### src/rtl/cmp_pkg.sv
// Shared definitions for the comparator family: FSM states and the result flag bundle.
package cmp_pkg;

    typedef enum logic {
        ACC  = 1'b0,
        HOLD = 1'b1
    } cmp_state_e;

    typedef struct packed {
        logic zero;
        logic equal;
        logic less;
        logic greater;
    } cmp_flags_t;

    // Build the result bundle from the final accumulator values.
    function automatic cmp_flags_t flags_from_acc(input logic gt, input logic lt, input logic nz);
        cmp_flags_t f;
        f.zero    = ~nz;
        f.equal   = ~lt & ~gt;
        f.less    = lt;
        f.greater = gt;
        return f;
    endfunction

endpackage

### src/rtl/cmp_serial_step.sv
// One beat of the serial compare: folds a chunk pair into the running gt/lt/nz verdict.
module cmp_serial_step
    import cmp_pkg::*;
#(
    parameter int CHUNK = 8
) (
    input  logic [CHUNK-1:0] x,
    input  logic [CHUNK-1:0] y,
    input  logic             top,
    input  logic             mode,
    input  logic             first,
    input  logic             gt_prev,
    input  logic             lt_prev,
    input  logic             nz_prev,
    output logic             gt_next,
    output logic             lt_next,
    output logic             nz_next
);

    // Flipping the sign bit turns a two's-complement compare into an unsigned one.
    localparam logic [CHUNK-1:0] MSB_MASK = CHUNK'(1) << (CHUNK - 1);

    logic [CHUNK-1:0] xa_s;
    logic [CHUNK-1:0] ya_s;

    // Chunk compare and verdict update; a later unequal chunk overrides earlier ones.
    always_comb begin
        xa_s    = x;
        ya_s    = y;
        gt_next = gt_prev;
        lt_next = lt_prev;
        nz_next = nz_prev;
        if (top && mode) begin
            xa_s = x ^ MSB_MASK;
            ya_s = y ^ MSB_MASK;
        end else begin
            xa_s = x;
            ya_s = y;
        end
        if (first) begin
            gt_next = (xa_s > ya_s);
            lt_next = (xa_s < ya_s);
            nz_next = (|x) | (|y);
        end else begin
            nz_next = nz_prev | (|x) | (|y);
            if (xa_s > ya_s) begin
                gt_next = 1'b1;
                lt_next = 1'b0;
            end else if (xa_s < ya_s) begin
                gt_next = 1'b0;
                lt_next = 1'b1;
            end else begin
                gt_next = gt_prev;
                lt_next = lt_prev;
            end
        end
    end

endmodule

### src/rtl/cmp_serial.sv
// Sequential magnitude comparator: LSB-chunk-first operands, registered flag result.
module cmp_serial
    import cmp_pkg::*;
#(
    parameter int WIDTH = 32,
    parameter int CHUNK = 8
) (
    input  logic             i_clk,
    input  logic             i_reset,
    input  logic             i_valid,
    output logic             o_ready,
    input  logic [CHUNK-1:0] iv_x,
    input  logic [CHUNK-1:0] iv_y,
    input  logic             i_signed,
    output logic             o_valid,
    input  logic             i_ready,
    output logic             o_zero,
    output logic             o_equal,
    output logic             o_less,
    output logic             o_greater
);

    localparam int BEATS = WIDTH / CHUNK;
    localparam int CNT_W = (BEATS > 1) ? $clog2(BEATS) : 1;
    localparam logic [CNT_W-1:0] LAST_CNT = CNT_W'(BEATS - 1);

    cmp_state_e       state_r;
    cmp_state_e       state_next_s;
    logic [CNT_W-1:0] cnt_r;
    logic             gt_r;
    logic             lt_r;
    logic             nz_r;
    logic             mode_r;
    cmp_flags_t       flags_r;

    logic             fire_s;
    logic             first_s;
    logic             last_s;
    logic             mode_eff_s;
    logic             gt_next_s;
    logic             lt_next_s;
    logic             nz_next_s;

    assign o_ready    = (state_r == ACC);
    assign o_valid    = (state_r == HOLD);
    assign fire_s     = i_valid & o_ready;
    assign first_s    = (cnt_r == '0);
    assign last_s     = (cnt_r == LAST_CNT);
    // Beat 0 uses the live mode input so single-beat operation compares in the requested mode.
    assign mode_eff_s = first_s ? i_signed : mode_r;

    assign o_zero     = flags_r.zero;
    assign o_equal    = flags_r.equal;
    assign o_less     = flags_r.less;
    assign o_greater  = flags_r.greater;

    cmp_serial_step #(
        .CHUNK (CHUNK)
    ) u_step (
        .x       (iv_x),
        .y       (iv_y),
        .top     (last_s),
        .mode    (mode_eff_s),
        .first   (first_s),
        .gt_prev (gt_r),
        .lt_prev (lt_r),
        .nz_prev (nz_r),
        .gt_next (gt_next_s),
        .lt_next (lt_next_s),
        .nz_next (nz_next_s)
    );

    // State register.
    always_ff @(posedge i_clk) begin
        if (i_reset) begin
            state_r <= ACC;
        end else begin
            state_r <= state_next_s;
        end
    end

    // Next-state logic: the last accepted beat enters HOLD, the result handshake leaves it.
    always_comb begin
        state_next_s = state_r;
        case (state_r)
            ACC: begin
                if (fire_s && last_s) begin
                    state_next_s = HOLD;
                end else begin
                    state_next_s = ACC;
                end
            end
            HOLD: begin
                if (i_ready) begin
                    state_next_s = ACC;
                end else begin
                    state_next_s = HOLD;
                end
            end
            default: state_next_s = ACC;
        endcase
    end

    // Beat counter, accumulators and the result register; all hold when no beat transfers.
    always_ff @(posedge i_clk) begin
        if (i_reset) begin
            cnt_r   <= '0;
            gt_r    <= 1'b0;
            lt_r    <= 1'b0;
            nz_r    <= 1'b0;
            mode_r  <= 1'b0;
            flags_r <= '0;
        end else if (fire_s) begin
            gt_r <= gt_next_s;
            lt_r <= lt_next_s;
            nz_r <= nz_next_s;
            if (first_s) begin
                mode_r <= i_signed;
            end
            if (last_s) begin
                cnt_r   <= '0;
                flags_r <= flags_from_acc(gt_next_s, lt_next_s, nz_next_s);
            end else begin
                cnt_r <= cnt_r + CNT_W'(1);
            end
        end
    end

endmodule

### config.mk
export PLATFORM = sky130hd
export DESIGN_NAME = cmp_serial
export DESIGN_NICKNAME = d
export VERILOG_FILES = /design/src/rtl/cmp_pkg.sv /design/src/rtl/cmp_serial_step.sv /design/src/rtl/cmp_serial.sv
export SDC_FILE = /design/constraint.sdc
export NUM_CORES = 1
export LEC_CHECK = 0
export CAP_MARGIN = 20
export CORE_MARGIN = 2
export CORE_UTILIZATION = 47
export CTS_CLUSTER_DIAMETER = 50
export DETAILED_ROUTE_END_ITERATION = 16
export MAX_ROUTING_LAYER = met4
export PLACE_DENSITY_LB_ADDON = 0.1
export SLEW_MARGIN = 20
export SYNTH_ARGS = -nofsm -noshare
export SYNTH_HDL_FRONTEND = slang
export SYNTH_SLANG_ARGS = --single-unit
### constraint.sdc
create_clock -name i_clk -period 4.7 [get_ports i_clk]
set_clock_uncertainty 0.2 [all_clocks]
set_input_delay 0.47 -clock i_clk [delete_from_list [all_inputs] [get_ports i_clk]]
set_output_delay 0.47 -clock i_clk [all_outputs]
set_load 0.005 [all_outputs]
==> impl_metrics.sql, run 1 <==
INSERT INTO impl_metrics (metric_group, metric, value, unit) VALUES
('worst_setup_path', 'critical_path.slowest_cell', 'sky130_fd_sc_hd__clkdlybuf4s50_1', ''),
('clocking', 'cts-resized-gates', '0', ''),
('clocking', 'tritoncts', 'done', ''),
('timing', 'min_period', '2330', 'ps'),
('timing', 'grt_setup_unrepaired', 'false', ''),
('global_route', 'maximum_number_of_pins_on_one_net_before_global_route_repair', '12', ''),
('synth', 'async_flop_share', '0', ''),
('synth', 'synth_edf_count', '0', ''),
('power_and_ir_drop', 'p_sw', '0.0000595', 'W'),
('route', 'antenna_left', '0', ''),
('timing', 'postLayoutSetupSlackWorst', '2370', 'ps'),
('route', 'drt_first_iter_violations', '14', ''),
('synth', 'post_synth_num_cell_types', '32', ''),
('clocking', 'clkLatencyLatePin', '260', 'ps'),
('finish', 'registers.top_by_ff_count', 'cnt_r', ''),
('power_and_ir_drop', 'power.share.switching', '0.268', ''),
('clocking', 'clk_pin_slew', '70', 'ps'),
('finish', 'diodes', '0', ''),
('timing', 'min_period_over_period', '0.496', ''),
('global_route', 'global_route.usage.total', '0.207', ''),
('clocking', 'cts-root-to-sink-buffers', '2', ''),
('clocking', 'cts_buffers', '3', ''),
('timing', 'timing.fmax', '0.429', 'GHz'),
('worst_setup_path', 'startpoint_type', 'input pin', ''),
('synth', 'yosys-top-cells-area', 'sky130_fd_sc_hd__dfxtp_1, sky130_fd_sc_hd__ha_1, sky130_fd_sc_hd__inv_1', ''),
('synth', 'syn_avg_cell_area', '8.01', 'um2'),
('flow_run', 'timing.max_cap.violations', '0', ''),
('route', 'drt_drc_violations_left', '0', ''),
('synth', 'ys_ff_latch', '11', ''),
('placement', 'hpwlAfterDp', '1.39', 'mm'),
('timing', 'finalSetupTns', '0', 'ps'),
('clocking', 'cts_sinks', '11', ''),
('worst_setup_path', 'cp.buffers_inverters', '2', ''),
('worst_setup_path', 'setup.worst_path.end_class', 'flop', ''),
('power_and_ir_drop', 'power.density', '206', 'mW/mm2'),
('finish', 'area_delta_synth_final', '37.6', '%'),
('worst_setup_path', 'crit_family', 'compound AO/OA/AOI/OAI gates', ''),
('global_route', 'vias_in_the_first_global_route', '722', ''),
('floorplanning', 'die_area', '0.00201', 'mm2'),
('timing', 'setup_viol', '0', ''),
('floorplanning', 'die-width', '44.9', 'um'),
('floorplanning', 'initial_utilization', '0.509', ''),
('worst_setup_path', 'cpPeakStageDelay', '480', 'ps'),
('timing', 'tightestPinTransition', '451', 'ps'),
('route', 'via_per_inst', '5.54', ''),
('synth', 'synth_commonest_cells', 'sky130_fd_sc_hd__dfxtp_1, sky130_fd_sc_hd__inv_1, sky130_fd_sc_hd__nor2_1', ''),
('timing', 'finalHoldViolations', '0', ''),
('finish', 'fillers', '120', ''),
('route', 'drt_pass1_iterations', '4', ''),
('power_and_ir_drop', 'total_leakage_power', '0.474', 'nW'),
('clocking', 'clock-root-buffer', 'sky130_fd_sc_hd__clkbuf_4', ''),
('floorplanning', 'die-height', '44.9', 'um'),
('synth', 'synth_fp_nets', '128', ''),
('placement', 'portBuffers', '26', ''),
('outcome', 'run_status', 'completed', ''),
('placement', 'placement.setup.worst_slack', '2100', 'ps'),
('global_route', 'remaining_global_route_overflow', '0', ''),
('synth', 'synth_largest_area_cell', 'sky130_fd_sc_hd__dfxtp_1', ''),
('route', 'dr_total_vias', '786', ''),
('timing', 'hold_ws', '255', 'ps'),
('power_and_ir_drop', 'seq_power_share', '0.452', ''),
('synth', 'post_synth_instance_area', '785', 'um2'),
('clocking', 'cts.hold.buffers_added', '0', ''),
('worst_setup_path', 'crit_required', '4650', 'ps'),
('power_and_ir_drop', 'clkPwrFrac', '0.280', ''),
('synth', 'postSynthCellCount', '98', ''),
('finish', 'flip_flop_count_of_the_largest_register_all_copies_and_words_added', '2', ''),
('route', 'routedWlPerCell', '12.1', 'um'),
('synth', 'synth-seq-area-share', '0.281', ''),
('global_route', 'antenna_found_initial', '0', ''),
('worst_setup_path', 'series_of_cell_instances_along_the_critical_path', 'clkdlybuf4s50_1 -> inv_1 -> ha_1 -> nor2b_1 -> o211ai_1 -> a211oi_2 -> nor3_2 -> o311a_1', '');
## worst reg2reg max path: stages, from the launching register on
cell                       delay, ps
sky130_fd_sc_hd__dfxtp_1         380
sky130_fd_sc_hd__inv_1            60
sky130_fd_sc_hd__ha_1            270
sky130_fd_sc_hd__mux2_4          330
sky130_fd_sc_hd__a32o_2          300
sky130_fd_sc_hd__o311ai_1        300
sky130_fd_sc_hd__a21oi_1         110
## power groups by stage
| stage | Clock [W] | Sequential (W) | Combinational [W] |
|---|---|---|---|
| after floorplan | 0 | 0.000102 | 0.0000335 |
| after global placement | 0 | 0.000102 | 0.0000581 |
| after detailed placement | 0 | 0.000103 | 0.0000597 |
| after CTS | 0.0000639 | 0.000100 | 0.0000600 |
| after global routing | 0.0000672 | 0.000101 | 0.0000671 |
| final | 0.0000623 | 0.000100 | 0.0000595 |
## per-stage QoR
stage	instance area (um2)	power, W
floorplan	785	0.000135
global placement	1050	0.000160
detailed placement	1050	0.000162
CTS	1080	0.000224
global route	1080	0.000235
finish	1080	0.000222
## final timing paths
check / startpoint / to / slack, ps / cells after the start
setup / recovery: iv_y[1] / o_less$_SDFFE_PP0P_ / 2370 / 8
hold / removal: o_equal$_SDFFE_PP0P_ / o_equal$_SDFFE_PP0P_ / 260 / 2
setup reg to reg: cnt_r[0]$_SDFFE_PP0P_ / o_equal$_SDFFE_PP0P_ / 2630 / 6
hold reg to reg: o_equal$_SDFFE_PP0P_ / o_equal$_SDFFE_PP0P_ / 260 / 2
## final cells by class
| cell class | instances | area (um2) | share of cell area |
|---|---|---|---|
| multi-input combinational | 73 | 508 | 0.470 |
| timing repair buffer | 26 | 260 | 0.241 |
| sequential | 11 | 220 | 0.204 |
| inverter | 12 | 45.0 | 0.0417 |
| clock buffer | 4 | 26.3 | 0.0243 |
| tap | 16 | 20.0 | 0.0185 |
## cells in the final DEF, fill, tap and decap left out, types with 4 or more instances in the layout
master,netlist,final
sky130_fd_sc_hd__dfxtp_1,11,11
sky130_fd_sc_hd__nor3_1,4,4
sky130_fd_sc_hd__nor2_1,10,10
sky130_fd_sc_hd__nor4_1,5,5
sky130_fd_sc_hd__nand2_1,9,9
sky130_fd_sc_hd__ha_1,9,9
sky130_fd_sc_hd__clkdlybuf4s50_1,0,26
sky130_fd_sc_hd__inv_1,11,11
sky130_fd_sc_hd__a21oi_1,7,7
## kinds of logic after synthesis
logic type / synth area share
DFF: 0.281
adders and majority gates: 0.144
xor gates and xnor gates: 0.0207
buffers and inverters: 0.0718
and+or+nand+nor: 0.260
AOI/OAI and AO/OA: 0.191
muxes: 0.0319
## metal layers
layer,GRT usage,vias to the layer above,part of all wire
met3,0.0440,2,0.081
met4,0.0882,0,0.011
met2,0.357,31,0.47
met1,0.230,347,0.44
met5,-,-,0
li1,-,406,-
Note: power is estimated with default switching activity, not from simulation.
==> run 2: changes to the inputs <==
--- a/config.mk
+++ b/config.mk
@@ -7,7 +7,7 @@
 export LEC_CHECK = 0
 export CAP_MARGIN = 20
 export CORE_MARGIN = 2
-export CORE_UTILIZATION = 47
+export CORE_UTILIZATION = 44
 export CTS_CLUSTER_DIAMETER = 50
 export DETAILED_ROUTE_END_ITERATION = 16
 export MAX_ROUTING_LAYER = met4
==> constraint.sdc (replaced) <==
create_clock -name i_clk -period 2.2 [get_ports i_clk]
set_clock_uncertainty 0.2 [all_clocks]
set_input_delay 0.22 -clock i_clk [delete_from_list [all_inputs] [get_ports i_clk]]
set_output_delay 0.22 -clock i_clk [all_outputs]
set_load 0.005 [all_outputs]
==> impl_metrics.sql, run 2 (synthesis results as in run 1) <==
INSERT INTO impl_metrics (metric_group, metric, value, unit) VALUES
('clocking', 'cts_sinks', '11', ''),
('route', 'dr_total_vias', '781', ''),
('clocking', 'post_cts_setup_buffer_count', '0', ''),
('finish', 'registers.top_by_ff_count', 'cnt_r', ''),
('flow_run', 'timing.max_cap.violations', '0', ''),
('route', 'via_per_inst', '5.07', ''),
('route', 'antenna_left', '0', ''),
('clocking', 'clk_pin_slew', '70', 'ps'),
('outcome', 'run_status', 'completed', ''),
('placement', 'portBuffers', '26', ''),
('timing', 'min_period', '2040', 'ps'),
('timing', 'tightestPinTransition', '432', 'ps'),
('placement', 'numPlacedInstances', '150', ''),
('global_route', 'remaining_global_route_overflow', '0', ''),
('worst_setup_path', 'worst_endpoint_data_arrival_time', '2000', 'ps'),
('floorplanning', 'initial_utilization', '0.459', ''),
('route', 'routedWlPerCell', '11.5', 'um'),
('route', 'drt_wl_total', '1.77', 'mm'),
('finish', 'post_route_cells_drive_above_1_share', '0.109', ''),
('clocking', 'cts-resized-gates', '0', ''),
('floorplanning', 'die_area', '0.00214', 'mm2'),
('clocking', 'cts_buffers', '3', ''),
('finish', 'post_layout_nonfiller_instances', '154', ''),
('finish', 'diodes', '0', ''),
('finish', 'flip_flop_count_of_the_largest_register_all_copies_and_words_added', '2', ''),
('finish', 'finalNetCount', '160', ''),
('power_and_ir_drop', 'power.density', '436', 'mW/mm2'),
('route', 'drt_drc_violations_left', '0', ''),
('floorplanning', 'placement_rows', '15', ''),
('power_and_ir_drop', 'total_leakage_power', '0.489', 'nW'),
('global_route', 'vias_in_the_first_global_route', '662', ''),
('floorplanning', 'die-height', '46.2', 'um'),
('global_route', 'maximum_number_of_pins_on_one_net_before_global_route_repair', '12', ''),
('finish', 'mostFrequentLayoutCell', 'sky130_fd_sc_hd__clkdlybuf4s50_1', ''),
('floorplanning', 'core', '0.00171', 'mm2'),
('timing', 'finalHoldViolations', '0', ''),
('placement', 'hpwlAfterDp', '1.39', 'mm'),
('route', 'drt_first_iter_violations', '18', ''),
('timing', 'worst_slew_margin_rel', '0.711', ''),
('clocking', 'cts-root-to-sink-buffers', '2', ''),
('worst_setup_path', 'startpoint_type', 'input pin', ''),
('timing', 'hold_ws', '261', 'ps'),
('finish', 'area_delta_synth_final', '41.9', '%'),
('floorplanning', 'die-width', '46.2', 'um'),
('timing', 'grt_setup_unrepaired', 'false', ''),
('worst_setup_path', 'worst-setup-path-type', 'in2reg', ''),
('timing', 'finalSetupTns', '0', 'ps'),
('clocking', 'clkLatencyLatePin', '270', 'ps'),
('placement', 'postPlaceCellArea', '0.00109', 'mm2'),
('timing', 'setup_viol', '0', ''),
('route', 'drt_pass1_iterations', '4', ''),
('power_and_ir_drop', 'totalPowerFinal', '0.000485', 'W'),
('worst_setup_path', 'crit_required', '2160', 'ps'),
('timing', 'timing.fmax', '0.490', 'GHz'),
('floorplanning', 'ports', '27', ''),
('finish', 'final_cell_area', '0.00111', 'mm2'),
('clocking', 'tritoncts', 'done', ''),
('power_and_ir_drop', 'irDropWorstVdd', '0.000261', 'V'),
('global_route', 'global_route.usage.total', '0.188', ''),
('timing', 'min_period_over_period', '0.928', ''),
('worst_setup_path', 'setup.worst_path.end_class', 'flop', ''),
('worst_setup_path', 'critPathMaxFanout', '3', ''),
('global_route', 'grt_first_pass_wirelength', '2.75', 'mm'),
('clocking', 'cts.hold.buffers_added', '0', ''),
('timing', 'timing.final.max_slew_violations', '0', ''),
('clocking', 'clock-root-buffer', 'sky130_fd_sc_hd__clkbuf_4', ''),
('clocking', 'number_of_h_tree_branching_levels', '1', ''),
('global_route', 'antenna_found_initial', '0', ''),
('finish', 'layout_common_cells', 'sky130_fd_sc_hd__clkdlybuf4s50_1, sky130_fd_sc_hd__inv_1, sky130_fd_sc_hd__dfxtp_1, sky130_fd_sc_hd__nor2_1', ''),
('placement', 'gp_routability_congestion', '0.808', ''),
('min_path', 'hold_class', 'reg2reg', '');
-- run 2: cell count changes in the layout (fill, tap and decap cells not counted) --
cell | before | now
sky130_fd_sc_hd__buf_4 | 0 | 3
-- run 2: power by group --
group	switching (W)	total (W)	internal [W]	leakage, nW
Clock	0.0000680	0.000138	0.0000701	0.0150
Combinational	0.0000592	0.000132	0.0000732	0.384
Sequential	0.00000616	0.000214	0.000208	0.0899
Total	0.000133	0.000485	0.000352	0.489
-- run 2: final timing paths --
kind                            depth (start not counted)              endpoint  slack [ps]                  start
worst max-delay path                                    8   o_less$_SDFFE_PP0P_         160                iv_y[1]
worst min-delay path                                    2  o_equal$_SDFFE_PP0P_         260   o_equal$_SDFFE_PP0P_
worst max register to register                          7   o_less$_SDFFE_PP0P_         180  cnt_r[0]$_SDFFE_PP0P_
worst min register to register                          2  o_equal$_SDFFE_PP0P_         260   o_equal$_SDFFE_PP0P_
-- run 2: area by class of cell --
| cell class | count | area, um2 |
|---|---|---|
| multi-input cells | 73 | 508 |
| repair buffers | 29 | 283 |
| inverters | 12 | 45.0 |
| fillers | 147 | 594 |
| flip-flops and latches | 11 | 220 |
| well taps | 25 | 31.3 |
| clock buffers | 4 | 26.3 |
-- run 2: per-layer routing --
| metal | wire length (um) | part of all wire | track usage |
|---|---|---|---|
| met5 | 0 | 0 | - |
| met4 | 19 | 0.011 | 0.109 |
| met3 | 95 | 0.054 | 0.0353 |
| met2 | 774 | 0.44 | 0.275 |
| met1 | 880 | 0.50 | 0.239 |
-- run 2: through the flow --
stage / utilization / setup WS, ps
2_1_floorplan: - / 267
3_3_place_gp: 0.637 / -84.8
3_5_place_dp: 0.637 / -98.3
4_1_cts: 0.652 / 180
5_1_grt: 0.652 / 61.2
6_report: 0.652 / 159
-- run 2: worst max-delay path: stages --
cell and delay (ps):
sky130_fd_sc_hd__clkdlybuf4s50_1 470, sky130_fd_sc_hd__inv_1 50, sky130_fd_sc_hd__ha_1 280, sky130_fd_sc_hd__nor2b_1 120, sky130_fd_sc_hd__o211ai_1 100, sky130_fd_sc_hd__a211oi_2 310, sky130_fd_sc_hd__nor3_2 90, sky130_fd_sc_hd__o311a_1 350
